File: src/rtl/amo_ctrl.sv
// -----------------------------------------------------------------------------
// amo_ctrl -- RV32A atomic memory operation sequencer.
//
// Runs the read-modify-write sequence for AMO*.W: it reads the old word,
// presents {old, rs2, op} to the external combinational `atomic` ALU, writes
// the result back and returns the old word as rd. With AMO_LRSC_EN defined it
// also executes LR.W/SC.W against a single-entry reservation that is killed by
// snooped stores. Without AMO_LRSC_EN, LR/SC are rejected as illegal ops.
//
// Optional feature macro: AMO_LRSC_EN (LR/SC paths, reservation, snoop).
//
// Ports
//   clk, reset                       clock, async active-high reset
//   req_valid/req_ready              request handshake (ready only in IDLE)
//   req_op, req_addr, req_wdata      funct5, byte address, rs2
//   alu_a, alu_b, alu_op             operands/op to the atomic ALU
//   alu_result                       combinational ALU result
//   mem_req, mem_we, mem_addr,
//   mem_wdata, mem_ready, mem_rdata  data-memory port (held until mem_ready)
//   snoop_we, snoop_addr             external store observed for the reservation
//   resp_valid, resp_data, resp_err  one-cycle completion pulse with rd / error
// -----------------------------------------------------------------------------
module amo_ctrl #(
  parameter int ADDR_W = 32
) (
  input  logic              clk,
  input  logic              reset,
  input  logic              req_valid,
  output logic              req_ready,
  input  logic [4:0]        req_op,
  input  logic [ADDR_W-1:0] req_addr,
  input  logic [31:0]       req_wdata,
  output logic [31:0]       alu_a,
  output logic [31:0]       alu_b,
  output logic [4:0]        alu_op,
  input  logic [31:0]       alu_result,
  output logic              mem_req,
  output logic              mem_we,
  output logic [ADDR_W-1:0] mem_addr,
  output logic [31:0]       mem_wdata,
  input  logic              mem_ready,
  input  logic [31:0]       mem_rdata,
  input  logic              snoop_we,
  input  logic [ADDR_W-1:0] snoop_addr,
  output logic              resp_valid,
  output logic [31:0]       resp_data,
  output logic              resp_err
);

  localparam logic [4:0] OP_ADD  = 5'b00000;
  localparam logic [4:0] OP_SWAP = 5'b00001;
  localparam logic [4:0] OP_LR   = 5'b00010;
  localparam logic [4:0] OP_SC   = 5'b00011;
  localparam logic [4:0] OP_XOR  = 5'b00100;
  localparam logic [4:0] OP_OR   = 5'b01000;
  localparam logic [4:0] OP_AND  = 5'b01100;
  localparam logic [4:0] OP_MIN  = 5'b10000;
  localparam logic [4:0] OP_MAX  = 5'b10100;
  localparam logic [4:0] OP_MINU = 5'b11000;
  localparam logic [4:0] OP_MAXU = 5'b11100;

  typedef enum logic [2:0] {
    S_IDLE  = 3'd0,
    S_READ  = 3'd1,
    S_CALC  = 3'd2,
    S_WRITE = 3'd3,
    S_DONE  = 3'd4
  } state_t;

  state_t              r_state;
  state_t              w_next_state;
  logic [4:0]          r_op;
  logic [ADDR_W-1:0]   r_addr;
  logic [31:0]         r_wdata;
  logic [31:0]         r_old;
  logic [31:0]         r_mem_wdata;
  logic                r_req_ready;
  logic                r_mem_req;
  logic                r_mem_we;
  logic                r_resp_valid;
  logic [31:0]         r_resp_data;
  logic                r_resp_err;
  logic                w_accept;
  logic                w_legal;
  logic                w_bad_req;
  logic                w_sc_ok;
  logic                w_done_err;
  logic [31:0]         w_done_data;

  // Ops that go through the atomic ALU.
  function automatic logic is_alu_op(input logic [4:0] op);
    case (op)
      OP_ADD, OP_SWAP, OP_XOR, OP_OR, OP_AND,
      OP_MIN, OP_MAX, OP_MINU, OP_MAXU: is_alu_op = 1'b1;
      default:                          is_alu_op = 1'b0;
    endcase
  endfunction

  assign w_accept  = req_valid & r_req_ready;
  assign w_bad_req = (req_addr[1:0] != 2'b00) | ~w_legal;

`ifdef AMO_LRSC_EN
  logic                r_resv_valid;
  logic [ADDR_W-3:0]   r_resv_addr;
  logic                w_resv_match;
  logic                w_lr_set;
  logic                w_snoop_lr;
  logic                w_resv_clr;

  assign w_legal      = is_alu_op(req_op) | (req_op == OP_LR) | (req_op == OP_SC);
  assign w_resv_match = r_resv_valid & (req_addr[ADDR_W-1:2] == r_resv_addr);
  assign w_lr_set     = (r_state == S_READ) & mem_ready & (r_op == OP_LR);
  // A snoop hitting the word an LR is reserving right now must still win.
  assign w_snoop_lr   = snoop_we & (snoop_addr[ADDR_W-1:2] == r_addr[ADDR_W-1:2]);
  assign w_resv_clr   = (w_accept & (req_op == OP_SC))
                      | (snoop_we & (snoop_addr[ADDR_W-1:2] == r_resv_addr))
                      | ((r_state == S_WRITE) & mem_ready & (r_op != OP_SC)
                         & (r_addr[ADDR_W-1:2] == r_resv_addr));

  // Single-entry LR reservation.
  always_ff @(posedge clk or posedge reset) begin
    if (reset) begin
      r_resv_valid <= 1'b0;
      r_resv_addr  <= {(ADDR_W-2){1'b0}};
    end else if (w_lr_set) begin
      r_resv_valid <= ~w_snoop_lr;
      r_resv_addr  <= r_addr[ADDR_W-1:2];
    end else if (w_resv_clr) begin
      r_resv_valid <= 1'b0;
    end
  end
`else
  logic w_unused_snoop;
  assign w_unused_snoop = ^{snoop_we, snoop_addr};
  assign w_legal        = is_alu_op(req_op);
`endif

  // Next-state decode plus the rd/err value to present when entering DONE.
  always_comb begin
    w_next_state = r_state;
    w_done_data  = 32'h0000_0000;
    w_done_err   = 1'b0;
    w_sc_ok      = 1'b0;
    case (r_state)
      S_IDLE: begin
        if (req_valid) begin
          if (w_bad_req) begin
            w_next_state = S_DONE;
            w_done_err   = 1'b1;
          end
`ifdef AMO_LRSC_EN
          else if (req_op == OP_SC) begin
            if (w_resv_match) begin
              w_next_state = S_WRITE;
              w_sc_ok      = 1'b1;
            end else begin
              w_next_state = S_DONE;
              w_done_data  = 32'h0000_0001;
            end
          end
`endif
          else begin
            w_next_state = S_READ;
          end
        end else begin
          w_next_state = S_IDLE;
        end
      end
      S_READ: begin
        if (mem_ready) begin
`ifdef AMO_LRSC_EN
          if (r_op == OP_LR) begin
            w_next_state = S_DONE;
            w_done_data  = mem_rdata;
          end else begin
            w_next_state = S_CALC;
          end
`else
          w_next_state = S_CALC;
`endif
        end else begin
          w_next_state = S_READ;
        end
      end
      S_CALC: begin
        w_next_state = S_WRITE;
      end
      S_WRITE: begin
        if (mem_ready) begin
          w_next_state = S_DONE;
          w_done_data  = (r_op == OP_SC) ? 32'h0000_0000 : r_old;
        end else begin
          w_next_state = S_WRITE;
        end
      end
      S_DONE: begin
        w_next_state = S_IDLE;
      end
      default: begin
        w_next_state = S_IDLE;
      end
    endcase
  end

  // State, request latches, datapath and registered outputs.
  always_ff @(posedge clk or posedge reset) begin
    if (reset) begin
      r_state      <= S_IDLE;
      r_op         <= 5'b00000;
      r_addr       <= {ADDR_W{1'b0}};
      r_wdata      <= 32'h0000_0000;
      r_old        <= 32'h0000_0000;
      r_mem_wdata  <= 32'h0000_0000;
      r_req_ready  <= 1'b1;
      r_mem_req    <= 1'b0;
      r_mem_we     <= 1'b0;
      r_resp_valid <= 1'b0;
      r_resp_data  <= 32'h0000_0000;
      r_resp_err   <= 1'b0;
    end else begin
      r_state      <= w_next_state;
      r_req_ready  <= (w_next_state == S_IDLE);
      r_mem_req    <= (w_next_state == S_READ) | (w_next_state == S_WRITE);
      r_mem_we     <= (w_next_state == S_WRITE);
      r_resp_valid <= (w_next_state == S_DONE);
      r_resp_data  <= (w_next_state == S_DONE) ? w_done_data : 32'h0000_0000;
      r_resp_err   <= (w_next_state == S_DONE) & w_done_err;
      if (w_accept) begin
        r_op    <= req_op;
        r_addr  <= req_addr;
        r_wdata <= req_wdata;
      end
      if ((r_state == S_READ) & mem_ready) begin
        r_old <= mem_rdata;
      end
      // SC data is captured at accept; AMO data comes from the ALU in CALC.
      if (w_sc_ok) begin
        r_mem_wdata <= req_wdata;
      end else if (r_state == S_CALC) begin
        r_mem_wdata <= alu_result;
      end
    end
  end

  assign req_ready  = r_req_ready;
  assign alu_a      = r_old;
  assign alu_b      = r_wdata;
  assign alu_op     = r_op;
  assign mem_req    = r_mem_req;
  assign mem_we     = r_mem_we;
  assign mem_addr   = {r_addr[ADDR_W-1:2], 2'b00};
  assign mem_wdata  = r_mem_wdata;
  assign resp_valid = r_resp_valid;
  assign resp_data  = r_resp_data;
  assign resp_err   = r_resp_err;

endmodule

File: config.mk
export PLATFORM = sky130hd
export DESIGN_NAME = amo_ctrl
export DESIGN_NICKNAME = d
export VERILOG_FILES = /design/src/rtl/amo_ctrl.sv
export SDC_FILE = /design/constraint.sdc
export NUM_CORES = 1
export LEC_CHECK = 0
export ABC_AREA = 1
export BUFFER_PORTS_ARGS = -buffer_cell sky130_fd_sc_hd__buf_4
export CAP_MARGIN = 40
export CELL_PAD_IN_SITES_DETAIL_PLACEMENT = 0
export CELL_PAD_IN_SITES_GLOBAL_PLACEMENT = 2
export CORE_AREA = 3 3 158 160
export DETAILED_ROUTE_END_ITERATION = 12
export DIE_AREA = 0 0 161 163
export GPL_ROUTABILITY_DRIVEN = 0
export HOLD_SLACK_MARGIN = 0.08
export PLACE_DENSITY = 0.88
export SETUP_SLACK_MARGIN = 0.1
export SYNTH_ARGS = -nofsm -noshare
export SYNTH_HDL_FRONTEND = slang
export SYNTH_SLANG_ARGS = --single-unit
export TNS_END_PERCENT = 100
File: constraint.sdc
create_clock -name clk -period 7.2 [get_ports clk]
set_clock_uncertainty 0.2 [all_clocks]
set_input_delay 1.44 -clock clk [delete_from_list [all_inputs] [get_ports clk]]
set_output_delay 1.44 -clock clk [all_outputs]
set_load 0.03 [all_outputs]
# Yosys cells after proc, flatten, opt, wreduce, memory -nomap -nowiden

Memory sizes are Yosys's and may differ from the RTL's.
Cells that the tools add are included.

Equality and inequality tests: 7
Multiplexer cells: 12
Bitwise gates (word level): 6
Reductions and logical operators: 3

Operators with widths:

| operator             | count |
|---|---|
| $mux W32             | 4 |
| $pmux W3 S4          | 1 |
| $eq A3 B2 Y1 const B | 3 |
| $mux W3              | 3 |
| $eq A3 B1 Y1 const B | 2 |
| $logic_not A3 Y1     | 2 |
| $eq A5 B2 Y1 const B | 1 |
| $and A1 B1 Y1        | 3 |
| $eq A3 B3 Y1 const B | 1 |
| $mux W1              | 3 |
| $mux W2              | 1 |
| $or A1 B1 Y1         | 2 |
| $reduce_bool A2 Y1   | 1 |
| $not A1 Y1           | 1 |

Flip-flop bits (word level): 173
Memory bits (read-only): 32
Input bits: 170
Output and inout port bits: 170
Word-level logic and storage cells: 41
Memories kept: 1

Memory list:

| memory           | depth | bits a word | read ports | clocked after Yosys merged registers in | write ports | line | source |
|---|---|---|---|---|---|---|---|
| (name not given) | 32    | 1           | 1          | 0                                       | 0           | 92   | `case (op)` |

# Logic depth before layout (Yosys ltp)

An unclocked memory read counts as a cell.

Depth in word-level cells: 8
Gate-level depth with buffers: 7
Gate-level depth less buffers: 7

# Least setup slack after synthesis

OpenSTA, ideal clock, no wires.

Kind: input -> register
From: input port req_valid
To: register r_wdata[10] (netlist: alu_b[10])
Library setup time: 0.125 ns
Data arrival time: 2.251 ns
Data required time: 6.875 ns
Path slack: 4.625 ns
Stages on the path: 4
Path buffers: 2
Cells stage by stage: nand2_1 buf_2 buf_4 mux2_2

Cells in the longest elaborated chain, start to end: 1

RTL lines:

| item                 | line | source |
|---|---|---|
| from (decl)          | 28   | `input logic req_valid,` |
| $and A1 B1 Y1        | 99   | `assign w_accept = req_valid & r_req_ready;` |
| to (signal assigned) | 231  | `r_wdata <= req_wdata;` |
| to (decl)            | 74   | `logic [31:0] r_wdata;` |

Every way passes these cells.
A chain may end at the register's enable or synchronous reset.

# Worst setup path after layout

From: input port req_valid
To: register r_addr[13]

Cells in the longest elaborated chain, start to end: 1

RTL lines:

| item                 | line | source |
|---|---|---|
| $and A1 B1 Y1        | 99   |  |
| to (signal assigned) | 210  | `r_addr <= {ADDR_W{1'b0}};` |
| to (signal assigned) | 230  | `r_addr <= req_addr;` |
| to (decl)            | 73   | `logic [ADDR_W-1:0] r_addr;` |

Every way passes these cells.

==> impl_metrics.json <==
{
  "p_leak_uw": 0.00485,
  "grt_use_met2_pct": 22.7,
  "root_buffer": "clkbuf_16",
  "ys_warn_count": 0,
  "synthSimpleGateAreaFrac_pct": 12.0,
  "crit_buf_inv": 2,
  "syn_inst": 497,
  "postRouteWirelength_um": 18300,
  "p_per_area_nw_per_um2": 483,
  "insertion_delay_ps": 410,
  "ctsResizeCount": 0,
  "layout.cells.most_common": "buf_4",
  "yosys-mux-area-fraction_pct": 17.4,
  "diodes": 0,
  "numCtsBuffers": 17,
  "layout_common_cells": "buf_4 (311), dfrtp_1 (170), nand2_1 (112), mux2_2 (68), nand3_1 (36)",
  "synth-compound-area-share_pct": 0.336,
  "post_cts_buffers": 0,
  "dp_hpwl_um": 13500,
  "report.final.slew_viol_count": 0,
  "dr_total_vias": 4733,
  "core_area_um2": 23500,
  "synth_seq_cells": 171,
  "worst_r2r_endpoint": "resp_data[31]$_DFF_PP0_",
  "crit_path_start_kind": "input port",
  "dr.pass1.iters": 4,
  "htreeDepth": 4,
  "crit_family": "buffers and inverters",
  "maxClockFrequency_ghz": 0.335,
  "synth-xor-area-share_pct": 0,
  "min_to": "mem_wdata[25]$_DFFE_PP0P_",
  "critical_path.max_fanout": 40,
  "clk_pin_slew_ps": 60,
  "grt_busiest_layer": "met2",
  "outcome": "complete, no violations",
  "drc_errors": 0,
  "cts_buffer_depth": 2,
  "final_antenna_net_count": 0,
  "io_pins": 340,
  "hold_class": "flip-flop to flip-flop",
  "syn-cell-area_um2": 6340,
  "ir_worst_vdd_v": 0.000200,
  "synth_area_per_cell_um2": 12.8,
  "yosysSeqAreaShare_pct": 67.5,
  "worstHoldPathCells": 1,
  "multi_input_area_um2": 1900,
  "slew_headroom_pct": 53.5,
  "grt_util_all_layers_pct": 13.7,
  "dieHeight_um": 163,
  "synth_top_family_by_area": "multiplexers",
  "cts_hold_buf": 0,
  "fin_nets": 974,
  "end_kind": "flip-flop",
  "cp_slowest_stage_delay_ps": 580,
  "initial_core_util_pct": 26.9,
  "crit-reg2reg-launch": "r_state[0]$_DFF_PP0_",
  "syn2layout_area_growth_pct": 51.4,
  "min_period_over_period_pct": 41.5,
  "synth_fa_ha_area_share_pct": 0,
  "initialDrtViolationCount": 197,
  "post_dp_cell_area_um2": 9020,
  "critPathMostFrequentCell": "buf_4",
  "r2r_slack_ps": 4930,
  "wire_per_inst_um": 16.1,
  "final_area_um2": 9600,
  "hold_viol_final": 0,
  "arrival_ps": 3070,
  "use_met3_pct": 5.75,
  "worst_ep_required_time_ps": 7290,
  "reg2reg_depth": 5,
  "antenna_found_initial": 1,
  "rows": 56,
  "crit_chain": "buf_4 > nand2_2 > buf_4 > mux2_2",
  "grt_max_degree": 73,
  "tightest_slew_ps": 694,
  "crit_type": "input port to flip-flop",
  "die_x_um": 161,
  "regArea_um2": 4280,
  "gr-usage-met1_pct": 16.6,
  "synth.distinct_cells": 19,
  "cap_violations": 0,
  "overflow": 0,
  "avgViaCountPerCell": 4.17,
  "fin_crit_ps": 2990,
  "dieArea_um2": 26200,
  "setup_violations": 0,
  "drive_above_1_share_pct": 51.0,
  "grt_pass1_wl_um": 28000,
  "setup.worst_path.start": "req_valid",
  "fin_tns_setup_ps": 0,
  "cts_sinks": 171,
  "fillers": 2337,
  "cts_tree": "done",
  "portBuffers": 304,
  "rsz0062_at_grt": "false",
  "hp-start": "mem_wdata[25]$_DFFE_PP0P_",
  "crit_path_top_delay_cell": "buf_4",
  "grt_pass1_vias": 4832
}
## cells in the mapped netlist (all sizes together)
cell / instances / area (um2)
nand2: 113 / 424
clkbuf: 9 / 33.8
conb: 1 / 3.75
inv: 8 / 30.0
clkinv: 1 / 3.75
dfrtp: 170 / 4250
dfstp: 1 / 26.3
o21ai: 1 / 5.00
o211ai: 1 / 7.51
nor3: 2 / 10.0
nand3: 37 / 190
mux2: 98 / 1100
buf: 18 / 100
nor2: 36 / 138
a211o: 1 / 8.76
## worst max-delay path by stage
stage,depth (start not counted),to
6_report,4,r_addr[13]$_DFFE_PP0P_
5_1_grt,6,resp_data[31]$_DFF_PP0_
4_1_cts,6,resp_data[31]$_DFF_PP0_
3_5_place_dp,4,alu_b[28]$_DFFE_PP0P_
3_3_place_gp,6,resp_data[10]$_DFF_PP0_
2_1_floorplan,1,alu_a[0]$_DFFE_PP0P_
## cell families (layout without fill, tap and decap cells)
| family | count (synthesis) | count (layout) |
|---|---|---|
| buf+inv | 36 | 355 |
| simple gates | 188 | 188 |
| flops | 171 | 171 |
| other cells | 1 | 2 |
| compound gates | 3 | 3 |
| mux | 98 | 98 |
## stage by stage
| stage | setup WS (ps) | util, % | hold slack (ps) | total power (uW) | cells |
|---|---|---|---|---|---|
| after floorplan | 930 | - | 321 | 2890 | 498 |
| after global placement | 2880 | 38.0 | 275 | 3750 | 1101 |
| after detailed placement | 3720 | 38.3 | 283 | 3800 | 1104 |
| after CTS | 4170 | 40.8 | 298 | 4720 | 1136 |
| after global routing | 4030 | 40.8 | 303 | 4900 | 1136 |
| final | 4210 | 40.8 | 293 | 4640 | 1136 |
## metal layers
layer | vias to the layer above | wire (um)
met5 | - | 12
li1 | 2244 | -
met1 | 2271 | 7350
met4 | 2 | 170
met3 | 14 | 1860
met2 | 202 | 8920
## flip-flops by register name, indices dropped and copies added (netlist names), 3 cells and up
name	count
alu_op	5
r_state	3
r_addr	30
alu_b	32
alu_a	32
resp_data	32
mem_wdata	32
## area by class of cell
type / count / share of cell area [%]
Sequential cell: 171 / 44.6
Timing Repair Buffer: 314 / 25.1
Multi-Input combinational cell: 291 / 19.8
Clock buffer: 21 / 4.80
Tap cell: 319 / 4.16
Clock inverter: 11 / 1.15
Inverter: 9 / 0.404
## power by group
part	leakage, uW	internal, uW	total (uW)	switching [uW]
Clock	0.000271	501	900	399
Sequential	0.00210	1350	1580	223
Combinational	0.00247	852	2160	1310
No activity file was read; power rests on OpenSTA's default activity.
